### src/rtl/hazard_ctrl.sv
// Hazard controller for the five-stage core: combinational hold/pause/flush controls,
// a small action-history FSM, a memory-wait watchdog and saturating perf counters.
module hazard_ctrl #(
    parameter int TIMEOUT = 1024,
    parameter int CNT_W   = 32
) (
    input  logic             clk,
    input  logic             rstn,
    input  logic [4:0]       ID_rs1_addr,
    input  logic [4:0]       ID_rs2_addr,
    input  logic             ID_rs1_used,
    input  logic             ID_rs2_used,
    input  logic             EX_MemRead,
    input  logic [4:0]       EX_rd_addr,
    input  logic             EX_Redirect,
    input  logic             MEM_Busy,
    input  logic             perf_clr,
    output logic             PC_Hold,
    output logic             IF_ID_Hold,
    output logic             IF_ID_Flush,
    output logic             ID_EX_Pause,
    output logic             ID_EX_Flush,
    output logic             ID_EX_Hold,
    output logic             EX_MEM_Hold,
    output logic             MEM_WB_Bubble,
    output logic [1:0]       state,
    output logic             mem_timeout,
    output logic [CNT_W-1:0] stall_cnt,
    output logic [CNT_W-1:0] flush_cnt
);

    typedef enum logic [1:0] {
        RUN      = 2'd0,
        LU_STALL = 2'd1,
        FREEZE   = 2'd2,
        FLUSH    = 2'd3
    } state_t;

    localparam int                WAIT_W    = $clog2(TIMEOUT + 1);
    localparam logic [WAIT_W-1:0] WAIT_MAX  = WAIT_W'(TIMEOUT);
    localparam logic [WAIT_W-1:0] WAIT_TRIP = WAIT_W'(TIMEOUT - 1);
    localparam logic [CNT_W-1:0]  CNT_MAX   = '1;

    state_t            state_q;
    state_t            state_d;
    logic              lu;
    logic [WAIT_W-1:0] wait_cnt;

    assign lu = EX_MemRead && (EX_rd_addr != 5'd0) &&
                ((ID_rs1_used && (ID_rs1_addr == EX_rd_addr)) ||
                 (ID_rs2_used && (ID_rs2_addr == EX_rd_addr)));

    // The next state is simply the class of this cycle's action, so state reports history.
    always_ff @(posedge clk) begin
        // NOTE: sequential state uses non-blocking assignments so all registers update together.
        if (!rstn) state_q <= RUN;
        else       state_q <= state_d;
    end

    always_comb begin
        // NOTE: every combinational output gets a default first, so no latch is inferred.
        state_d = RUN;
        if (MEM_Busy)         state_d = FREEZE;
        else if (EX_Redirect) state_d = FLUSH;
        else if (lu)          state_d = LU_STALL;
    end

    // Controls decode this cycle's action directly; there is no register on this path.
    always_comb begin
        PC_Hold       = 1'b0;
        IF_ID_Hold    = 1'b0;
        IF_ID_Flush   = 1'b0;
        ID_EX_Pause   = 1'b0;
        ID_EX_Flush   = 1'b0;
        ID_EX_Hold    = 1'b0;
        EX_MEM_Hold   = 1'b0;
        MEM_WB_Bubble = 1'b0;
        if (rstn) begin
            unique case (state_d)
                FREEZE: begin
                    PC_Hold       = 1'b1;
                    IF_ID_Hold    = 1'b1;
                    ID_EX_Hold    = 1'b1;
                    EX_MEM_Hold   = 1'b1;
                    MEM_WB_Bubble = 1'b1;
                end
                FLUSH: begin
                    IF_ID_Flush = 1'b1;
                    ID_EX_Flush = 1'b1;
                end
                LU_STALL: begin
                    PC_Hold     = 1'b1;
                    IF_ID_Hold  = 1'b1;
                    ID_EX_Pause = 1'b1;
                end
                default: ;
            endcase
        end
    end

    assign state = state_q;

    // Watchdog only flags a stuck memory; the freeze itself is never released by it.
    always_ff @(posedge clk) begin
        if (!rstn) begin
            wait_cnt    <= '0;
            mem_timeout <= 1'b0;
        end else if (MEM_Busy) begin
            if (wait_cnt == WAIT_TRIP) mem_timeout <= 1'b1;
            if (wait_cnt != WAIT_MAX)  wait_cnt    <= wait_cnt + 1'b1;
        end else begin
            wait_cnt <= '0;
        end
    end

    always_ff @(posedge clk) begin
        if (!rstn || perf_clr) begin
            stall_cnt <= '0;
            flush_cnt <= '0;
        end else begin
            if ((state_d == FREEZE || state_d == LU_STALL) && stall_cnt != CNT_MAX)
                stall_cnt <= stall_cnt + 1'b1;
            if (state_d == FLUSH && flush_cnt != CNT_MAX)
                flush_cnt <= flush_cnt + 1'b1;
        end
    end

endmodule
### config.mk
export PLATFORM = sky130hd
export DESIGN_NAME = hazard_ctrl
export DESIGN_NICKNAME = d
export VERILOG_FILES = /design/src/rtl/hazard_ctrl.sv
export SDC_FILE = /design/constraint.sdc
export NUM_CORES = 1
export LEC_CHECK = 0
export CORE_MARGIN = 2
export CORE_UTILIZATION = 26
export CTS_CLUSTER_SIZE = 16
export DETAILED_ROUTE_END_ITERATION = 10
export HOLD_SLACK_MARGIN = 0.08
export REMOVE_ABC_BUFFERS = 1
export SETUP_SLACK_MARGIN = 0.15
export SLEW_MARGIN = 25
export SYNTH_ARGS = -nofsm -noshare
export SYNTH_HDL_FRONTEND = slang
export SYNTH_SLANG_ARGS = --single-unit
### constraint.sdc
create_clock -name clk -period 3.4 [get_ports clk]
set_input_delay 0.68 -clock clk [delete_from_list [all_inputs] [get_ports clk]]
set_output_delay 0.68 -clock clk [all_outputs]
set_load 0.03 [all_outputs]
==> results of run 1 <==
-- final cells by class --
type,count,share of cell area
Clock buffer,12,0.0463
Sequential cell,78,0.271
Multi-Input combinational cell,394,0.429
Tap cell,216,0.0469
Clock inverter,4,0.00912
Inverter,9,0.00586
Timing Repair Buffer,119,0.192
-- path summary, 6_finish.rpt --
path	from	endpoint	slack [ps]
worst max-delay path	ID_rs2_addr[3]	PC_Hold	240
worst max register to register	stall_cnt[11]	stall_cnt[17]	1000
worst min register to register	mem_timeout	mem_timeout	470
worst min-delay path	mem_timeout	mem_timeout	470
-- power by group through the flow --
stage | Combinational, mW | Clock, mW | Sequential, mW
5_1_grt | 0.171 | 1.10 | 0.921
4_1_cts | 0.157 | 1.06 | 0.921
3_3_place_gp | 0.150 | 0 | 0.942
6_report | 0.157 | 1.03 | 0.922
3_5_place_dp | 0.154 | 0 | 0.942
2_1_floorplan | 0.0648 | 0 | 0.947
-- stage by stage --
stage	hold slack (ps)	setup slack (ps)	power, mW	cell area [sq um]	utilization
final	466	236	2.10	5760	0.365
after global placement	458	-339	1.09	5420	0.344
after detailed placement	457	-485	1.10	5420	0.344
after floorplan	484	-233	1.01	4020	-
after CTS	473	166	2.14	5770	0.366
after global routing	487	136	2.19	5760	0.365
-- synth_stat cells (5+ instances only) --
library cell	instances
dfxtp_1	78
nand2_1	44
a21oi_1	41
nor2_1	36
nand3_1	31
or3_1	29
o21ai_0	22
nand4_1	19
or4_1	19
xnor2_1	19
clkbuf_1	15
and4_1	11
and3_1	10
inv_1	9
xor2_1	9
o211ai_1	8
and2_1	7
o21ai_1	7
o31ai_1	7
ha_1	6
nand2b_1	5
nor3_1	5
nor4_1	5
-- layer usage --
metal / global-route usage / up-vias
met3: 0.0379 / 8
met5: 0 / -
met1: 0.180 / 2055
met2: 0.241 / 94
li1: - / 2111
met4: 0.0369 / 0
-- logic make-up (layout without fill, tap and decap cells) --
logic type               count (synthesis)  in the layout  share of synthesized area
buffers and inverters                   36            144                     0.0421
XOR/XNOR                                28             28                     0.0589
multiplexers                             2              2                    0.00511
AND/OR/NAND/NOR                        247            247                      0.338
adder cells (fa/ha/maj)                  6              6                     0.0180
flip-flops                              78             78                      0.375
AO/OA/AOI/OAI                          111            111                      0.163
-- sequential cells by signal, summed over array words and instances, names as in the netlist --
signal,count
state,2
flush_cnt,32
wait_cnt,11
stall_cnt,32
mem_timeout,1
-- what timing repair did --
action / in CTS / in global routing
buffers inserted: 2 / 0
resized for setup: 25 / 21
pin swaps: 12 / 12
endpoints found under the setup margin: 23 / 16
hold buffers: 0 / 0
==> results.sh, run 1 <==
export IMPL_crit_required_ps=2720
export IMPL_setup_violations=0
export IMPL_io_pins=98
export IMPL_max_freq_ghz=0.316
export IMPL_vias_per_cell=5.13
export IMPL_synth_seq_area_share=0.375
export IMPL_clk_path_buf_depth=2
export IMPL_synth_top_area_share=0.375
export IMPL_seqPwrFrac=0.438
export IMPL_met3WireLength_microns=547
export IMPL_hold_viol=0
export IMPL_fillCellCount=1638
export IMPL_grt_pass1_vias=3985
export IMPL_p_comb_frac=0.075
export IMPL_async_reset_ff_frac=0
export IMPL_worstSetupStartpointType="input port"
export IMPL_fp_dieH_microns=131
export IMPL_power_density_nw_per_um2=365
export IMPL_final_min_clock_period_ps=3160
export IMPL_synth_area_leader_cell="dfxtp_1"
export IMPL_dr_pass1_iters=4
export IMPL_status="finished clean"
export IMPL_multiInputGateArea_sq_um=2470
export IMPL_grt_ovfl_total=0
export IMPL_p_clk_frac=0.487
export IMPL_wl_met2_mm=5.77
export IMPL_cp_end_kind="primary output"
export IMPL_top_layer_used="met4"
export IMPL_fin_nets=640
export IMPL_drc=0
export IMPL_cp_cell_sequence="clkdlybuf4s15_1 > xnor2_1 > nand4_1 > o22ai_2 > a31oi_2 > or2_4 > ha_4 > buf_8 > nor2b_1 > buf_4 > buf_6"
export IMPL_ys_flop_type="dfxtp_1"
export IMPL_slowest_delay_ps=260
export IMPL_period_share=0.931
export IMPL_power_switching_uw=484
export IMPL_cp_slowest_cell="ha_4"
export IMPL_peakVddDrop_v=0.000195
export IMPL_core_area_sq_um=15800
export IMPL_rsz0062_at_grt="false"
export IMPL_ys_types=55
export IMPL_area_delta_synth_final_pct=38.4
export IMPL_ant_nets=0
export IMPL_antenna_found_initial=0
export IMPL_yosys_top_cells_area="dfxtp_1 (38%), a21oi_1 (4.9%), or3_1 (4.4%), xnor2_1 (4.0%), nand2_1 (4.0%)"
export IMPL_p_leak_nw=1.92
export IMPL_wl_per_cell_microns=14.3
export IMPL_arrival_ps=2480
export IMPL_rows=46
export IMPL_cts_max_level=3
export IMPL_skew_ps=9.76
export IMPL_drive_above_1_share=0.110
export IMPL_worstPathMaxFanout=2
export IMPL_ys_ff_latch=78
export IMPL_critPathTopFamily="buffers and inverters"
export IMPL_grt_use_total=0.142
export IMPL_synth_cells=508
export IMPL_start_util=0.264
export IMPL_cts_buffers=9
export IMPL_clk_latency_ps=340
export IMPL_dp_cells=814
export IMPL_cp_num_buf_inv=4
export IMPL_holdPathStages=1
export IMPL_reg2reg_depth=6
export IMPL_cts_tree="yes"
export IMPL_worst_setup_path_type="in2out"
export IMPL_internal_power_mw=1.62
export IMPL_layout_common_cells="dfxtp_1 (78), clkdlybuf4s50_1 (76), nand2_1 (44)"
export IMPL_hold_class="reg2reg"
export IMPL_ys_warnings_count=0
export IMPL_portBuffers=97
export IMPL_antenna_cells=0
export IMPL_worst_slew_pin_slew_ps=747
export IMPL_finalSetupTns_ps=0
export IMPL_syn_cell_area_sq_um=4160
export IMPL_synth_edf_count=0
export IMPL_vias=4268
export IMPL_grt_max_degree=33
export IMPL_die_x_microns=131
export IMPL_wl_met1_mm=5.52
export IMPL_max_cap_violations=0
export IMPL_gp_congestion=0.846
export IMPL_grt_first_pass_wirelength_mm=19.4
export IMPL_worst_path_stages=11
export IMPL_final_common_cell="dfxtp_1"
export IMPL_syn_area_per_cell_sq_um=8.19
export IMPL_finalMaxSlewViolations=0
export IMPL_slew_headroom=0.498
export IMPL_cts_sinks=78
export IMPL_wirelength_mm=11.9
export IMPL_hpwl_mm=8.58
export IMPL_drt_iter0_markers=261
export IMPL_root_buffer="clkbuf_16"
export IMPL_dieArea_sq_um=17000
export IMPL_final_cell_count_no_fill=832
export IMPL_p_sw_frac=0.230
export IMPL_seqCellArea_sq_um=1560
export IMPL_path_clk_slew_ps=60
Power figures use the tool's default switching activity.
==> run 2, diff against run 1 <==
Settings changed: ABC_CLOCK_PERIOD_IN_PS set to 3600, CORE_MARGIN 2 to not set.
Clock period 3.4 ns to 3.6 ns, I/O delays scaled along.
==> results.sh, run 2 (synthesized netlist as in run 1, its figures left out) <==
export IMPL_crit_required_ps=2880
export IMPL_cts_max_level=3
export IMPL_setup_violations=0
export IMPL_rows=45
export IMPL_arrival_ps=2600
export IMPL_cp_slowest_cell="clkdlybuf4s50_1"
export IMPL_area_delta_synth_final_pct=36.5
export IMPL_finalPower_mw=1.86
export IMPL_ant_nets=0
export IMPL_skew_ps=9.33
export IMPL_layout_common_cells="clkdlybuf4s50_1 (86), dfxtp_1 (78), nand2_1 (44)"
export IMPL_wl_per_cell_microns=14.1
export IMPL_status="finished clean"
export IMPL_rsz0062_at_grt="true"
export IMPL_grt_pass1_vias=3887
export IMPL_io_pins=98
export IMPL_final_common_cell="clkdlybuf4s50_1"
export IMPL_wirelength_mm=11.6
export IMPL_worst_path_stages=9
export IMPL_fp_dieH_microns=129
export IMPL_slew_headroom=0.480
export IMPL_max_freq_ghz=0.301
export IMPL_root_buffer="clkbuf_16"
export IMPL_grt_use_total=0.142
export IMPL_cp_end_kind="primary output"
export IMPL_dr_pass1_iters=4
export IMPL_worst_slew_pin_slew_ps=772
export IMPL_drt_iter0_markers=209
export IMPL_clk_latency_ps=340
export IMPL_cts_sinks=78
export IMPL_fin_nets=636
export IMPL_seqCellArea_sq_um=1560
export IMPL_power_switching_uw=433
export IMPL_worstSetupStartpointType="input port"
export IMPL_power_density_nw_per_um2=328
export IMPL_cp_num_buf_inv=2
export IMPL_worst_setup_path_type="in2out"
export IMPL_path_clk_slew_ps=60
export IMPL_antenna_found_initial=0
export IMPL_hold_viol=0
export IMPL_core_area_sq_um=15400
export IMPL_clk_path_buf_depth=2
export IMPL_fin_ws_ps=279
export IMPL_grt_max_degree=31
export IMPL_antenna_cells=0
export IMPL_multiInputGateArea_sq_um=2450
export IMPL_final_util=0.368
export IMPL_drive_above_1_share=0.0884
export IMPL_reg_top3="flush_cnt (32), stall_cnt (32), wait_cnt (11)"
export IMPL_reg2reg_depth=6
export IMPL_p_sw_frac=0.232
export IMPL_period_share=0.923
export IMPL_critPathTopFamily="buffers and inverters"
export IMPL_cts_buffers=9
export IMPL_die_x_microns=129
export IMPL_hpwl_mm=8.41
export IMPL_seqPwrFrac=0.467
export IMPL_grt_ovfl_total=0
export IMPL_gp_congestion=0.826
export IMPL_finalMaxSlewViolations=0
export IMPL_cp_cell_sequence="clkdlybuf4s50_1 > xnor2_1 > nand4_1 > o22ai_1 > a31oi_1 > or2_2 > ha_4 > nor2b_2 > buf_4"
export IMPL_p_clk_frac=0.457
export IMPL_pre_cts_slack_ps=-246
export IMPL_max_cap_violations=0
export IMPL_vias=4254
export IMPL_vias_per_cell=5.18
export IMPL_holdPathStages=1
export IMPL_p_comb_frac=0.076
export IMPL_final_min_clock_period_ps=3320
export IMPL_slowest_delay_ps=480
export IMPL_drc=0
export IMPL_worstPathMaxFanout=3
export IMPL_cts_tree="yes"
export IMPL_p_leak_nw=1.88
export IMPL_portBuffers=97
export IMPL_grt_first_pass_wirelength_mm=18.7
export IMPL_start_util=0.270
export IMPL_fillCellCount=1590
export IMPL_hold_class="reg2reg"
export IMPL_internal_power_mw=1.43
export IMPL_dieArea_sq_um=16500
export IMPL_peakVddDrop_v=0.000215
[run 2: area by class of cell]
cell class,instances,area share
multi-input cells,394,0.431
clock inverters,1,0.000880
well taps,211,0.0464
repair buffers,115,0.194
inverters,9,0.00594
clock buffers,14,0.0464
flip-flops and latches,78,0.275
[run 2: timing repair]
action,in CTS,in global routing
gates resized for setup,11,13
pin swaps,0,2
buffers inserted,0,1
hold buffers,0,0
setup endpoints to repair,10,15
[run 2: per-stage QoR]
stage	TNS [ps]	area, sq um	instances	hold WS, ps
3_3_place_gp	-2020	5390	806	454
3_5_place_dp	-3200	5390	806	476
6_report	0	5680	822	485
4_1_cts	0	5680	821	495
2_1_floorplan	-232	4020	481	484
5_1_grt	0	5680	822	514
[run 2: worst reg2reg max path, delay by kind of cell, from the launching register on]
family / cells / cell delay [ps]
AND/OR/NAND/NOR: 3 / 1030
AO/OA/AOI/OAI: 2 / 620
flip-flops: 1 / 390
adder cells (fa/ha/maj): 1 / 220
[run 2: routing by layer]
metal  part of all wire  vias up  track usage
met3              0.044       11       0.0308
met2               0.47       99        0.230
met1               0.47     2048        0.181
li1                   -     2096            -
met4              0.016        0       0.0657
met5                  0        -            0
[run 2: path summary, 6_finish.rpt]
check	startpoint	endpoint	slack [ps]
max	ID_rs2_addr[4]	IF_ID_Hold	280
min	mem_timeout	mem_timeout	480
max reg2reg	stall_cnt[0]	stall_cnt[26]	1270
min reg2reg	mem_timeout	mem_timeout	480
[run 2: power groups by stage]
| stage | Combinational [mW] | Clock [mW] | Sequential, mW |
|---|---|---|---|
| floorplan | 0.0612 | 0 | 0.895 |
| global placement | 0.139 | 0 | 0.890 |
| detailed placement | 0.142 | 0 | 0.890 |
| CTS | 0.144 | 0.871 | 0.871 |
| global route | 0.154 | 0.907 | 0.871 |
| finish | 0.141 | 0.852 | 0.871 |
==> run 3, diff against run 2 <==
==> constraint.sdc (replaced) <==
create_clock -name clk -period 3.6 [get_ports clk]
set_input_delay 0.36 -clock clk [delete_from_list [all_inputs] [get_ports clk]]
set_output_delay 0.36 -clock clk [all_outputs]
set_load 0.03 [all_outputs]
==> results.sh, run 3 (synthesized netlist as in run 1, its figures left out) <==
export IMPL_status="finished clean"
export IMPL_finalSetupTns_ps=0
export IMPL_grt_first_pass_wirelength_mm=18.9
export IMPL_rows=45
export IMPL_holdPathStages=1
export IMPL_setup_violations=0
export IMPL_vias_per_cell=5.13
export IMPL_fillCellCount=1588
export IMPL_root_buffer="clkbuf_16"
export IMPL_portBuffers=97
export IMPL_slowest_delay_ps=560
export IMPL_layout_common_cells="clkdlybuf4s50_1 (95), dfxtp_1 (78), nand2_1 (44)"
export IMPL_period_share=0.896
export IMPL_drive_above_1_share=0.0646
export IMPL_finalPower_mw=1.84
export IMPL_grt_max_degree=33
export IMPL_worst_setup_path_type="in2reg"
export IMPL_reg_top3="flush_cnt (32), stall_cnt (32), wait_cnt (11)"
export IMPL_post_cts_setup_buffers=0
export IMPL_ant_nets=0
export IMPL_io_pins=98
export IMPL_rr_startpoint="stall_cnt[0]"
export IMPL_r2r_setup_slack_ps=1240
export IMPL_fin_nets=629
export IMPL_antenna_cells=0
export IMPL_worstSetupStartpointType="input port"
export IMPL_cp_cell_sequence="clkdlybuf4s50_1 > xnor2_1 > nand4_1 > o22ai_1 > a31oi_1 > or2_2 > ha_1 > or4_1 > a41oi_1 > buf_4 > a31oi_1 > a41o_2"
export IMPL_grt_pass1_vias=3954
export IMPL_slew_headroom=0.552
export IMPL_clk_path_buf_depth=2
export IMPL_post_cts_resized=0
export IMPL_skew_ps=8.57
export IMPL_arrival_ps=3450
export IMPL_cp_end_kind="flip-flop"
export IMPL_wirelength_mm=11.3
export IMPL_worstPathMaxFanout=7
export IMPL_hold_path_end="mem_timeout"
export IMPL_cts_tree="yes"
export IMPL_reg2reg_depth=6
export IMPL_worstHoldStart="mem_timeout"
export IMPL_drc=0
export IMPL_dr_pass1_iters=4
export IMPL_core_area_sq_um=15400
export IMPL_worst_slew_pin_slew_ps=665
export IMPL_cts_sinks=78
export IMPL_start_util=0.270
export IMPL_final_common_cell="clkdlybuf4s50_1"
export IMPL_final_min_clock_period_ps=3220
export IMPL_antenna_found_initial=0
export IMPL_cts_max_level=3
export IMPL_dieArea_sq_um=16500
export IMPL_r2r_end="stall_cnt[30]"
export IMPL_rsz0062_at_grt="false"
export IMPL_grt_use_total=0.143
export IMPL_critical_path_most_common_cell="a31oi_1"
export IMPL_ctsHoldBuffers=0
export IMPL_hpwl_mm=8.28
export IMPL_crit_required_ps=3830
export IMPL_finalMaxSlewViolations=0
export IMPL_path_clk_slew_ps=60
export IMPL_drt_iter0_markers=247
export IMPL_hold_class="reg2reg"
export IMPL_gp_congestion=0.823
export IMPL_fp_dieH_microns=129
export IMPL_vias=4180
export IMPL_cts_buffers=9
export IMPL_die_x_microns=129
export IMPL_peakVddDrop_v=0.000186
export IMPL_area_delta_synth_final_pct=34.7
export IMPL_cp_slowest_cell="or4_1"
export IMPL_wl_per_cell_microns=13.9
export IMPL_hold_viol=0
export IMPL_grt_ovfl_total=0
export IMPL_clk_latency_ps=330
export IMPL_power_density_nw_per_um2=329
export IMPL_max_freq_ghz=0.310
export IMPL_max_cap_violations=0
export IMPL_p_leak_nw=1.80
==> run 3: changes by cell type in the layout (fill, tap and decap cells not counted), moves of 3 or more <==
cell	before	now
dlymetal6s2s_1	4	0
buf_4	20	13
clkdlybuf4s50_1	86	95
buf_2	3	0
==> run 3: worst max path at each step <==
stage / start / endpoint / slack, ps / depth (start not counted)
3_5_place_dp: EX_rd_addr[2] / stall_cnt[12] / 10 / 12
4_1_cts: EX_rd_addr[2] / stall_cnt[28] / 360 / 12
5_1_grt: EX_rd_addr[2] / stall_cnt[12] / 170 / 12
2_1_floorplan: EX_rd_addr[2] / stall_cnt[12] / 290 / 10
6_report: EX_rd_addr[2] / stall_cnt[12] / 380 / 12
3_3_place_gp: EX_rd_addr[2] / stall_cnt[12] / 90 / 12
==> run 3: where the power goes <==
group          switching (mW)  internal [mW]
Combinational          0.0763         0.0607
Clock                   0.336          0.500
Sequential            0.00371          0.867
==> run 3: routing by layer <==
metal,GRT usage,vias to the layer above,part of all wire
li1,-,2079,-
met1,0.178,1985,0.46
met2,0.233,99,0.46
met3,0.0437,17,0.056
met4,0.0457,0,0.017
met5,0,-,0
==> run 3: worst max-delay path: cells and delay by family <==
family	cells	cell delay (ps)
AND/OR/NAND/NOR	3	970
adder cells (fa/ha/maj)	1	340
AO/OA/AOI/OAI	5	890
buffers and inverters	2	740
XOR/XNOR	1	150
==> run 3: cell type report <==
cell class,count,area [sq um],area share
timing repair buffer,108,1050,0.187
clock buffer,14,264,0.0471
tap,211,264,0.0471
sequential,78,1560,0.279
clock inverter,1,5.00,0.000893
inverter,9,33.8,0.00603
multi-input combinational,394,2430,0.433
==> run 3: stage by stage <==
step / hold WS, ps / std cells / setup WS [ps] / cell area [sq um] / util
2_1_floorplan: 436 / 481 / 287 / 4020 / -
3_3_place_gp: 452 / 800 / 88.7 / 5340 / 0.346
3_5_place_dp: 464 / 800 / 14.3 / 5340 / 0.346
4_1_cts: 490 / 815 / 361 / 5610 / 0.363
5_1_grt: 523 / 815 / 174 / 5610 / 0.363
6_report: 487 / 815 / 376 / 5610 / 0.363
